### src/rtl/inv_norm.sv
// ---------------------------------------------------------------------------
// inv_norm
//
// Input normalizer for the Newton-Raphson reciprocal datapath. It takes an
// unsigned operand and moves its leading one to bit 14. Bit 15 of the result
// is always clear, so the reciprocal stage's ROM address bits [13:8] always
// hold the six bits that follow the leading one. The block also reports the
// signed left shift it applied, so the result can be denormalized later.
//
// The block is a two-stage pipeline with valid/ready flow control. It also
// keeps a saturating count of the zero operands delivered to the output stage.
//
// Ports:
//   clk        single clock; all state changes on its rising edge
//   rst_n      asynchronous, active-low reset
//   x_in       unsigned operand (IPWRDLEN bits)
//   in_valid   x_in is valid this cycle
//   in_ready   block accepts x_in this cycle
//   x_norm     normalized operand: leading one at bit 14, bit 15 always 0
//   x_sh       signed two's-complement left shift applied, range -1..14
//   x_zero     operand was zero
//   out_valid  x_norm, x_sh and x_zero are valid
//   out_ready  downstream consumes the output this cycle
//   zero_clr   synchronous clear of zero_cnt (wins over increment)
//   zero_cnt   saturating count of zero operands delivered
// ---------------------------------------------------------------------------
module inv_norm #(
    parameter int IPWRDLEN  = 16,
    parameter int SHWIDTH   = 5,
    parameter int ZCNTWIDTH = 8
) (
    input  logic                 clk,
    input  logic                 rst_n,
    input  logic [IPWRDLEN-1:0]  x_in,
    input  logic                 in_valid,
    output logic                 in_ready,
    output logic [IPWRDLEN-1:0]  x_norm,
    output logic [SHWIDTH-1:0]   x_sh,
    output logic                 x_zero,
    output logic                 out_valid,
    input  logic                 out_ready,
    input  logic                 zero_clr,
    output logic [ZCNTWIDTH-1:0] zero_cnt
);

    localparam int MSBW = $clog2(IPWRDLEN);
    localparam logic [ZCNTWIDTH-1:0] ZERO_MAX = '1;

    logic                adv;
    logic                s1_v;
    logic [IPWRDLEN-1:0] s1_x;
    logic [MSBW-1:0]     msb;
    logic [MSBW-1:0]     lshift;
    logic                s1_zero;
    logic [IPWRDLEN-1:0] norm_val;
    logic [SHWIDTH-1:0]  sh_val;

    // The whole pipeline moves as one unit. It advances whenever the output
    // stage is empty or is being consumed. This makes in_ready a
    // combinational function of out_ready. In exchange, no skid buffer is
    // needed.
    assign adv      = ~out_valid | out_ready;
    assign in_ready = adv;

    // Stage 1 captures the raw operand. The data register only loads when the
    // operand is valid. During a bubble, the last operand stays put, which
    // keeps the data path quiet.
    always_ff @(posedge clk or negedge rst_n) begin
        if (!rst_n) begin
            s1_v <= 1'b0;
            s1_x <= '0;
        end else if (adv) begin
            s1_v <= in_valid;
            if (in_valid) begin
                s1_x <= x_in;
            end
        end
    end

    // Leading-one detect. The loop runs from bit 0 upward, so the highest set
    // bit is the last one to win. A zero operand leaves msb at 0. The zero
    // case is handled separately, so that value is never used.
    always_comb begin
        msb = '0;
        for (int i = 0; i < IPWRDLEN; i++) begin
            if (s1_x[i]) begin
                msb = i[MSBW-1:0];
            end
        end
    end

    // Normalization. An operand with the top bit set is the only one that
    // has to move right. It loses its LSB and reports a shift of -1. Every
    // other nonzero operand moves left until its leading one reaches bit 14.
    always_comb begin
        s1_zero  = (s1_x == '0);
        lshift   = MSBW'(IPWRDLEN - 2) - msb;
        norm_val = '0;
        sh_val   = '0;
        if (s1_zero) begin
            norm_val = '0;
            sh_val   = '0;
        end else if (s1_x[IPWRDLEN-1]) begin
            norm_val = s1_x >> 1;
            sh_val   = '1;
        end else begin
            norm_val = s1_x << lshift;
            sh_val   = SHWIDTH'(lshift);
        end
    end

    // Stage 2 is the output register set. When a bubble passes through, only
    // out_valid drops. The data fields keep the last delivered result.
    always_ff @(posedge clk or negedge rst_n) begin
        if (!rst_n) begin
            out_valid <= 1'b0;
            x_norm    <= '0;
            x_sh      <= '0;
            x_zero    <= 1'b0;
        end else if (adv) begin
            out_valid <= s1_v;
            if (s1_v) begin
                x_norm <= norm_val;
                x_sh   <= sh_val;
                x_zero <= s1_zero;
            end
        end
    end

    // The zero-operand counter counts when a zero operand enters the output
    // stage. It does not wait for that operand to be consumed. A clear in the
    // same cycle wins, so a clear that coincides with a zero load leaves the
    // count at 0.
    always_ff @(posedge clk or negedge rst_n) begin
        if (!rst_n) begin
            zero_cnt <= '0;
        end else if (zero_clr) begin
            zero_cnt <= '0;
        end else if (adv && s1_v && s1_zero && (zero_cnt != ZERO_MAX)) begin
            zero_cnt <= zero_cnt + 1'b1;
        end
    end

endmodule

### config.mk
export PLATFORM = sky130hd
export DESIGN_NAME = inv_norm
export DESIGN_NICKNAME = d
export VERILOG_FILES = /design/src/rtl/inv_norm.sv
export SDC_FILE = /design/constraint.sdc
export NUM_CORES = 1
export LEC_CHECK = 0
export CAP_MARGIN = 5
export CORE_MARGIN = 1.5
export CORE_UTILIZATION = 60
export CTS_BUF_LIST = sky130_fd_sc_hd__clkbuf_4 sky130_fd_sc_hd__clkbuf_8
export CTS_CLUSTER_SIZE = 24
export DETAILED_ROUTE_END_ITERATION = 12
export DONT_BUFFER_PORTS = 1
export GPL_ROUTABILITY_DRIVEN = 0
export GPL_TIMING_DRIVEN = 0
export PLACE_DENSITY = 0.77
export SKIP_CTS_REPAIR_TIMING = 1
export SLEW_MARGIN = 0
export SYNTH_ARGS = -nofsm -noshare
export SYNTH_HDL_FRONTEND = slang
export SYNTH_SLANG_ARGS = --single-unit
### constraint.sdc
create_clock -name clk -period 3.4 [get_ports clk]
set_input_delay 0.34 -clock clk [delete_from_list [all_inputs] [get_ports clk]]
set_output_delay 0.34 -clock clk [all_outputs]
set_load 0.01 [all_outputs]
==> results of run 1 <==
-- cell usage after synthesis (all sizes together), types with 3 or more instances --
library cell | n | area [um2]
a211oi | 6 | 50.1
a21oi | 25 | 129
a221o | 3 | 31.3
a221oi | 4 | 41.3
a22o | 4 | 35.0
a31oi | 3 | 18.8
and4 | 3 | 26.3
buf | 13 | 91.3
clkbuf | 21 | 78.8
dfrtp | 48 | 1200
inv | 14 | 55.1
mux2 | 20 | 229
mux2i | 9 | 90.1
nand2 | 26 | 97.6
nand2b | 4 | 25.0
nand3 | 10 | 50.1
nand4 | 4 | 25.0
nor2 | 20 | 75.1
nor3 | 4 | 20.0
nor4 | 5 | 31.3
o211ai | 7 | 52.6
o21ai | 20 | 100
o22ai | 11 | 68.8
o31ai | 4 | 43.8
xnor2 | 3 | 33.8
xor2 | 5 | 43.8
-- metal layers --
metal | GRT usage, % | vias up
met5 | 0 | -
met4 | 9.09 | 0
met3 | 7.05 | 13
met2 | 42.7 | 140
met1 | 42.2 | 1269
li1 | - | 1245
-- power groups by stage --
stage | Combinational (W) | Clock [W] | Sequential (W)
after detailed placement | 0.000984 | 0 | 0.000873
after global placement | 0.000968 | 0 | 0.000869
after global routing | 0.00117 | 0.000393 | 0.000894
after floorplan | 0.000788 | 0 | 0.000842
final | 0.00108 | 0.000363 | 0.000871
after CTS | 0.000991 | 0.000374 | 0.000861
-- flip-flops by register name, indices dropped and copies added, names as in the netlist --
name	count
s1_x	16
x_norm	16
zero_cnt	8
x_sh	5
out_valid	1
s1_v	1
x_zero	1
-- worst min-delay path by stage --
stage	end	cells after the start	start
floorplan	out_valid$_DFFE_PN0N_	0	rst_n
global placement	s1_x[13]$_DFFE_PN0P_	0	rst_n
detailed placement	s1_x[12]$_DFFE_PN0P_	0	rst_n
CTS	s1_x[12]$_DFFE_PN0P_	0	rst_n
global route	s1_x[9]$_DFFE_PN0P_	1	x_in[9]
finish	s1_x[14]$_DFFE_PN0P_	1	x_in[14]
-- kinds of logic after synthesis --
group / after synthesis
compound gates: 105
xor+xnor: 8
fa+ha+maj: 2
buf+inv: 48
flops: 48
mux: 31
simple gates: 87
-- critical path: stages (launching register included) --
cell and delay [ns]:
dfrtp_1 0.38, clkbuf_2 0.18, or3_4 0.45, o31ai_4 0.32
inv_4 0.10, buf_6 0.16, ha_1 0.29, buf_4 0.18
clkbuf_4 0.23, nand2_1 0.07, mux2i_1 0.23, nand2_1 0.16
a221oi_1 0.30, a22o_1 0.16
-- area by class of cell --
class / count / area (um2)
clock buffer: 7 / 90.1
fill: 401 / 1460
buffer: 32 / 175
clock inverter: 1 / 7.51
sequential: 48 / 1200
timing repair buffer: 5 / 60.1
multi-input combinational: 233 / 1680
tap: 67 / 83.8
inverter: 14 / 55.1
-- per-stage QoR --
step                power, W  worst slack [ns]  utilization (%)
finish               0.00232             0.131             69.7
global route         0.00246           -0.0464             69.7
CTS                  0.00223            -0.608             67.6
detailed placement   0.00186            -0.583             65.6
global placement     0.00184            -0.516             65.6
floorplan            0.00163             0.139                -
==> flow_metrics.tcl, run 1 <==
set metrics [dict create \
    worst_ep_arrival_time_ns 3.52 \
    required_ns 3.65 \
    clockBufferDepth 2 \
    insertion_delay_ns 0.30 \
    cp-end-kind "flip-flop" \
    worstMarginPinSlew_ns 0.557 \
    wl_per_cell_um 19.0 \
    synthesis.area_um2 3080 \
    critPathLaunch "s1_x[9]$_DFFE_PN0P_" \
    synthAdderAreaFrac_pct 0.814 \
    ant_nets 0 \
    die_w_um 74.6 \
    port_buffers 0 \
    synth_top_family_by_area "compound AO/OA/AOI/OAI gates" \
    drv_slew 0 \
    finalNonFillerCells 407 \
    synth_cell_types 65 \
    dpl_cell_area_um2 3160 \
    cts_buffers 5 \
    yosys.area_share.simple_pct 14.1 \
    die_h_um 74.6 \
    wl_met2_mm 3.51 \
    row_count 25 \
    drive_gt1_share_pct 19.7 \
    holdWs_ns 0.179 \
    io-pin-count 53 \
    async_flop_share_pct 100 \
    syn_to_final_growth_pct 9.11 \
    highest_layer "met4" \
    setup_violations 0 \
    core_um2 4820 \
    syn_area_per_cell_um2 9.35 \
    drv_cap 0 \
    start_kind "flip-flop" \
    avgViaCountPerCell 6.55 \
    ir_worst_vdd_uv 432 \
    place_inst 396 \
    power.switching_w 0.000988 \
    crit_path_end "x_norm[10]$_DFFE_PN0P_" \
    seq_power_share_pct 37.6 \
    timing.final.crit_share_pct 96.2 \
    p_per_area_nw_per_um2 690 \
    fin_tns_setup_ns 0 \
    critical_path_class "flip-flop to flip-flop" \
    cts_htree_levels 2 \
    crit_fanout 10 \
    first_pass_iters 8 \
    routedLengthMet1_mm 3.41 \
    slew_headroom_pct 62.9 \
    cts_tree "yes" \
    ys_warn_count 0 \
    regToRegSetupSlack_ns 0.13 \
    clock-sinks 48 \
    p_leak_nw 1.37 \
    grt_max_degree 49 \
    synth_top_flop_cell "dfrtp_1" \
    grt_first_pass_wirelength_mm 12.1 \
    finish.instance_area_um2 3360 \
    initial_core_util_pct 63.8 \
    synthMuxAreaShare_pct 12.0 \
    nets 362 \
    fmaxAchievable_mhz 306 \
    reg2reg_depth 13 \
    grt-ovfl-total 0 \
    synth-seq-area-share_pct 39.1 \
    syn_nets 352 \
    p_int_w 0.00133 \
    p_clk_share_pct 15.7 \
    grt_pass1_vias 2437 \
    fin_crit_ns 3.27 \
    first_iter_violations 331 \
    antenna_found_initial 0 \
    synth-xor-area-share_pct 2.52 \
    route.met3.wl_um 712 \
    syn_inst 329 \
    r2r-start "s1_x[9]$_DFFE_PN0P_" \
    combPwrFrac_pct 46.7 \
    route.detailed.drc 0 \
    hold_violations 0 \
    route.vias.total 2667 \
    hp-class "primary input to flip-flop" \
    antenna_cells 0 \
    p_sw_share_pct 42.6 \
    root_buffer "clkbuf_8" \
    skew_ns 0.00602 \
    die-area_um2 5560 \
    ys_seq_elements 48 \
    reg2reg_to "x_norm[10]$_DFFE_PN0P_" \
    mostFrequentLayoutCells "48 x dfrtp_1, 26 x nand2_1, 24 x a21oi_1, 20 x nor2_1, 19 x mux2_2" \
    status "finished clean" \
    synth-compound-area-share_pct 24.2 \
    wl_mm 7.72 \
    cts.clk_slew.worst_paths_ns 0.09 \
    final_common_cell "dfrtp_1" \
    synth_edf_count 0 \
    track_usage_pct 28.9 \
    hpwl_mm 5.50 \
]
Power figures use the tool's default switching activity.
==> run 2: changes to the inputs <==
--- a/config.mk
+++ b/config.mk
@@ -5,6 +5,7 @@
 export SDC_FILE = /design/constraint.sdc
 export NUM_CORES = 1
 export LEC_CHECK = 0
+export ABC_AREA = 1
 export CAP_MARGIN = 5
 export CORE_MARGIN = 1.5
 export CORE_UTILIZATION = 60
@@ -16,7 +17,7 @@
 export GPL_TIMING_DRIVEN = 0
 export PLACE_DENSITY = 0.77
 export SKIP_CTS_REPAIR_TIMING = 1
-export SLEW_MARGIN = 0
+export SLEW_MARGIN = 20
 export SYNTH_ARGS = -nofsm -noshare
 export SYNTH_HDL_FRONTEND = slang
 export SYNTH_SLANG_ARGS = --single-unit
==> flow_metrics.tcl, run 2 <==
set metrics [dict create \
    status "finished clean" \
    nFillCells 404 \
    critPathLaunch "s1_x[3]$_DFFE_PN0P_" \
    register_area_um2 1200 \
    die_w_um 72.1 \
    slew_headroom_pct 65.9 \
    grt_first_pass_wirelength_mm 11.9 \
    insertion_delay_ns 0.31 \
    synth_cell_types 35 \
    yosys.area.top_type "dfrtp_1" \
    rsz0062_at_grt "false" \
    ys_warn_count 0 \
    hp-start "zero_clr" \
    p_int_w 0.00122 \
    synth-seq-area-share_pct 42.0 \
    antenna_cells 0 \
    finalNonFillerCells 445 \
    root_buffer "clkbuf_8" \
    wl_mm 7.36 \
    required_ns 3.61 \
    crit_path_cell_trace "inv_2, nand2_1, nand2_1, nand2_1, nand2_1, nand2_1, nand2_1, nand2_1, nand2_1, nand2_1, nand2_2, nand2_4, nand2_4, inv_1, ha_1, buf_4, inv_1, buf_2, nand2_1, nand3_1, nand3b_1, nand3_1, nand2_1" \
    grt-ovfl-total 0 \
    clock-sinks 48 \
    crit_path_frequent_cell "nand2_1" \
    first_pass_iters 7 \
    multi_input_area_um2 1430 \
    crit_fanout 10 \
    avgViaCountPerCell 6.21 \
    worst_ep_arrival_time_ns 3.16 \
    cts_buffers 5 \
    first_iter_violations 388 \
    route.vias.total 2765 \
    p_leak_nw 1.47 \
    worstMarginPinSlew_ns 0.511 \
    hold_violations 0 \
    syn_nets 406 \
    grt_max_degree 49 \
    ys_seq_elements 48 \
    syn_area_per_cell_um2 7.47 \
    reg_top3 "s1_x (16), x_norm (16), zero_cnt (8)" \
    critical_path_class "flip-flop to flip-flop" \
    cp.buffers_inverters 5 \
    wl_per_cell_um 16.5 \
    p_per_area_nw_per_um2 677 \
    setup_violations 0 \
    port_buffers 0 \
    drive_gt1_share_pct 12.2 \
    core_um2 4470 \
    cts_tree "yes" \
    hp-class "primary input to flip-flop" \
    antenna_found_initial 0 \
    drv_slew 0 \
    place_inst 435 \
    power.switching_w 0.000873 \
    syn_to_final_growth_pct 7.83 \
    cts_htree_levels 2 \
    track_usage_pct 30.0 \
    io-pin-count 53 \
    drv_cap 0 \
    r2r-start "s1_x[3]$_DFFE_PN0P_" \
    ir_worst_vdd_uv 301 \
    async_flop_share_pct 100 \
    slowest_stage "dfrtp_1" \
    ant_nets 0 \
    yosys-top-cells-area "dfrtp_1 42%, nand2_1 13%, nand3_1 11%" \
    synth_top_area_share_pct 42.0 \
    hpwl_mm 5.35 \
    combPwrFrac_pct 37.8 \
    synthTopCellsByCount "96 x nand2_1, 63 x nand3_1, 48 x dfrtp_1" \
    fin_tns_setup_ns 0 \
    cp-end-kind "flip-flop" \
    synthesis.area_um2 2860 \
    cpPeakStageDelay_ns 0.42 \
    timing.final.crit_share_pct 86.8 \
    die-area_um2 5190 \
    grt_pass1_vias 2473 \
    synth_edf_count 0 \
    dpl_cell_area_um2 2930 \
    start_kind "flip-flop" \
    fin_crit_ns 2.95 \
    mostFrequentLayoutCells "96 x nand2_1, 63 x nand3_1, 48 x dfrtp_1, 31 x inv_1, 30 x nor2_1" \
    initial_core_util_pct 64.0 \
    holdWs_ns 0.0855 \
    die_h_um 72.1 \
    cp_top_family "simple AND/OR/NAND/NOR gates" \
    p_sw_share_pct 41.8 \
    seq_power_share_pct 41.4 \
    fmaxAchievable_mhz 339 \
    final_common_cell "nand2_1" \
    clockBufferDepth 2 \
    yosysMostFrequentCell "nand2_1" \
    route.detailed.drc 0 \
    synth_top_flop_cell "dfrtp_1" \
    nets 415 \
    finish.instance_area_um2 3090 \
    skew_ns 0.00905 \
    cts.clk_slew.worst_paths_ns 0.09 \
    syn_inst 383 \
    row_count 24 \
    p_clk_share_pct 20.8 \
]
==> run 2: changes by cell type after synthesis, moves of 5 or more <==
cell,change
nand3_1,+53
o22ai_1,-11
mux2i_1,-9
nor2_1,+10
nand2_1,+70
a21oi_1,+5
nor4_1,-5
inv_2,+5
clkbuf_1,-17
o21ai_0,-6
nand2_2,+7
mux2_2,-19
inv_1,+18
==> run 2: cell type report <==
type	count	area share, %
plain buffers	14	2.96
clock buffers	6	2.68
clock inverters	2	1.26
inverters	37	4.50
multi-input cells	284	46.4
flip-flops and latches	48	38.9
well taps	52	2.11
repair buffers	2	1.22
==> run 2: cells by family after synthesis <==
group | after synthesis | share of synthesized area (%)
xor gates and xnor gates | 2 | 0.875
AOI/OAI and AO/OA | 60 | 12.5
DFF | 48 | 42.0
and+or+nand+nor | 220 | 35.8
buffers and inverters | 51 | 8.04
adders and majority gates | 2 | 0.874
==> run 2: final timing paths <==
path / to / slack, ns / cells after the start
worst max-delay path: x_norm[15]$_DFFE_PN0P_ / 0.45 / 23
worst max register to register: x_norm[15]$_DFFE_PN0P_ / 0.45 / 23
worst min-delay path: zero_cnt[3]$_DFFE_PN0P_ / 0.09 / 1
max in group asynchronous: s1_x[13]$_DFFE_PN0P_ / 2.65 / 2
worst min register to register: out_valid$_DFFE_PN0N_ / 0.48 / 2
min in group asynchronous: zero_cnt[1]$_DFFE_PN0P_ / 0.53 / 2
==> run 2: stage by stage <==
step | power (W) | worst slack, ns | utilization (%)
detailed placement | 0.00162 | 0.563 | 65.4
CTS | 0.00206 | 0.521 | 68.1
finish | 0.00209 | 0.450 | 69.0
floorplan | 0.00144 | 0.979 | -
global placement | 0.00160 | 0.579 | 65.4
global route | 0.00222 | 0.218 | 69.0
==> run 2: power groups by stage <==
stage / Combinational, W / Sequential, W / Clock, W
2_1_floorplan: 0.000592 / 0.000847 / 0
3_3_place_gp: 0.000730 / 0.000872 / 0
5_1_grt: 0.000869 / 0.000883 / 0.000466
4_1_cts: 0.000752 / 0.000867 / 0.000444
3_5_place_dp: 0.000745 / 0.000879 / 0
6_report: 0.000790 / 0.000865 / 0.000435
==> run 2: per-layer routing <==
layer	share of wire (%)	GRT usage, %
met4	3.1	14.3
met2	45	45.0
met5	0	0
met1	42	41.8
met3	9.2	6.25
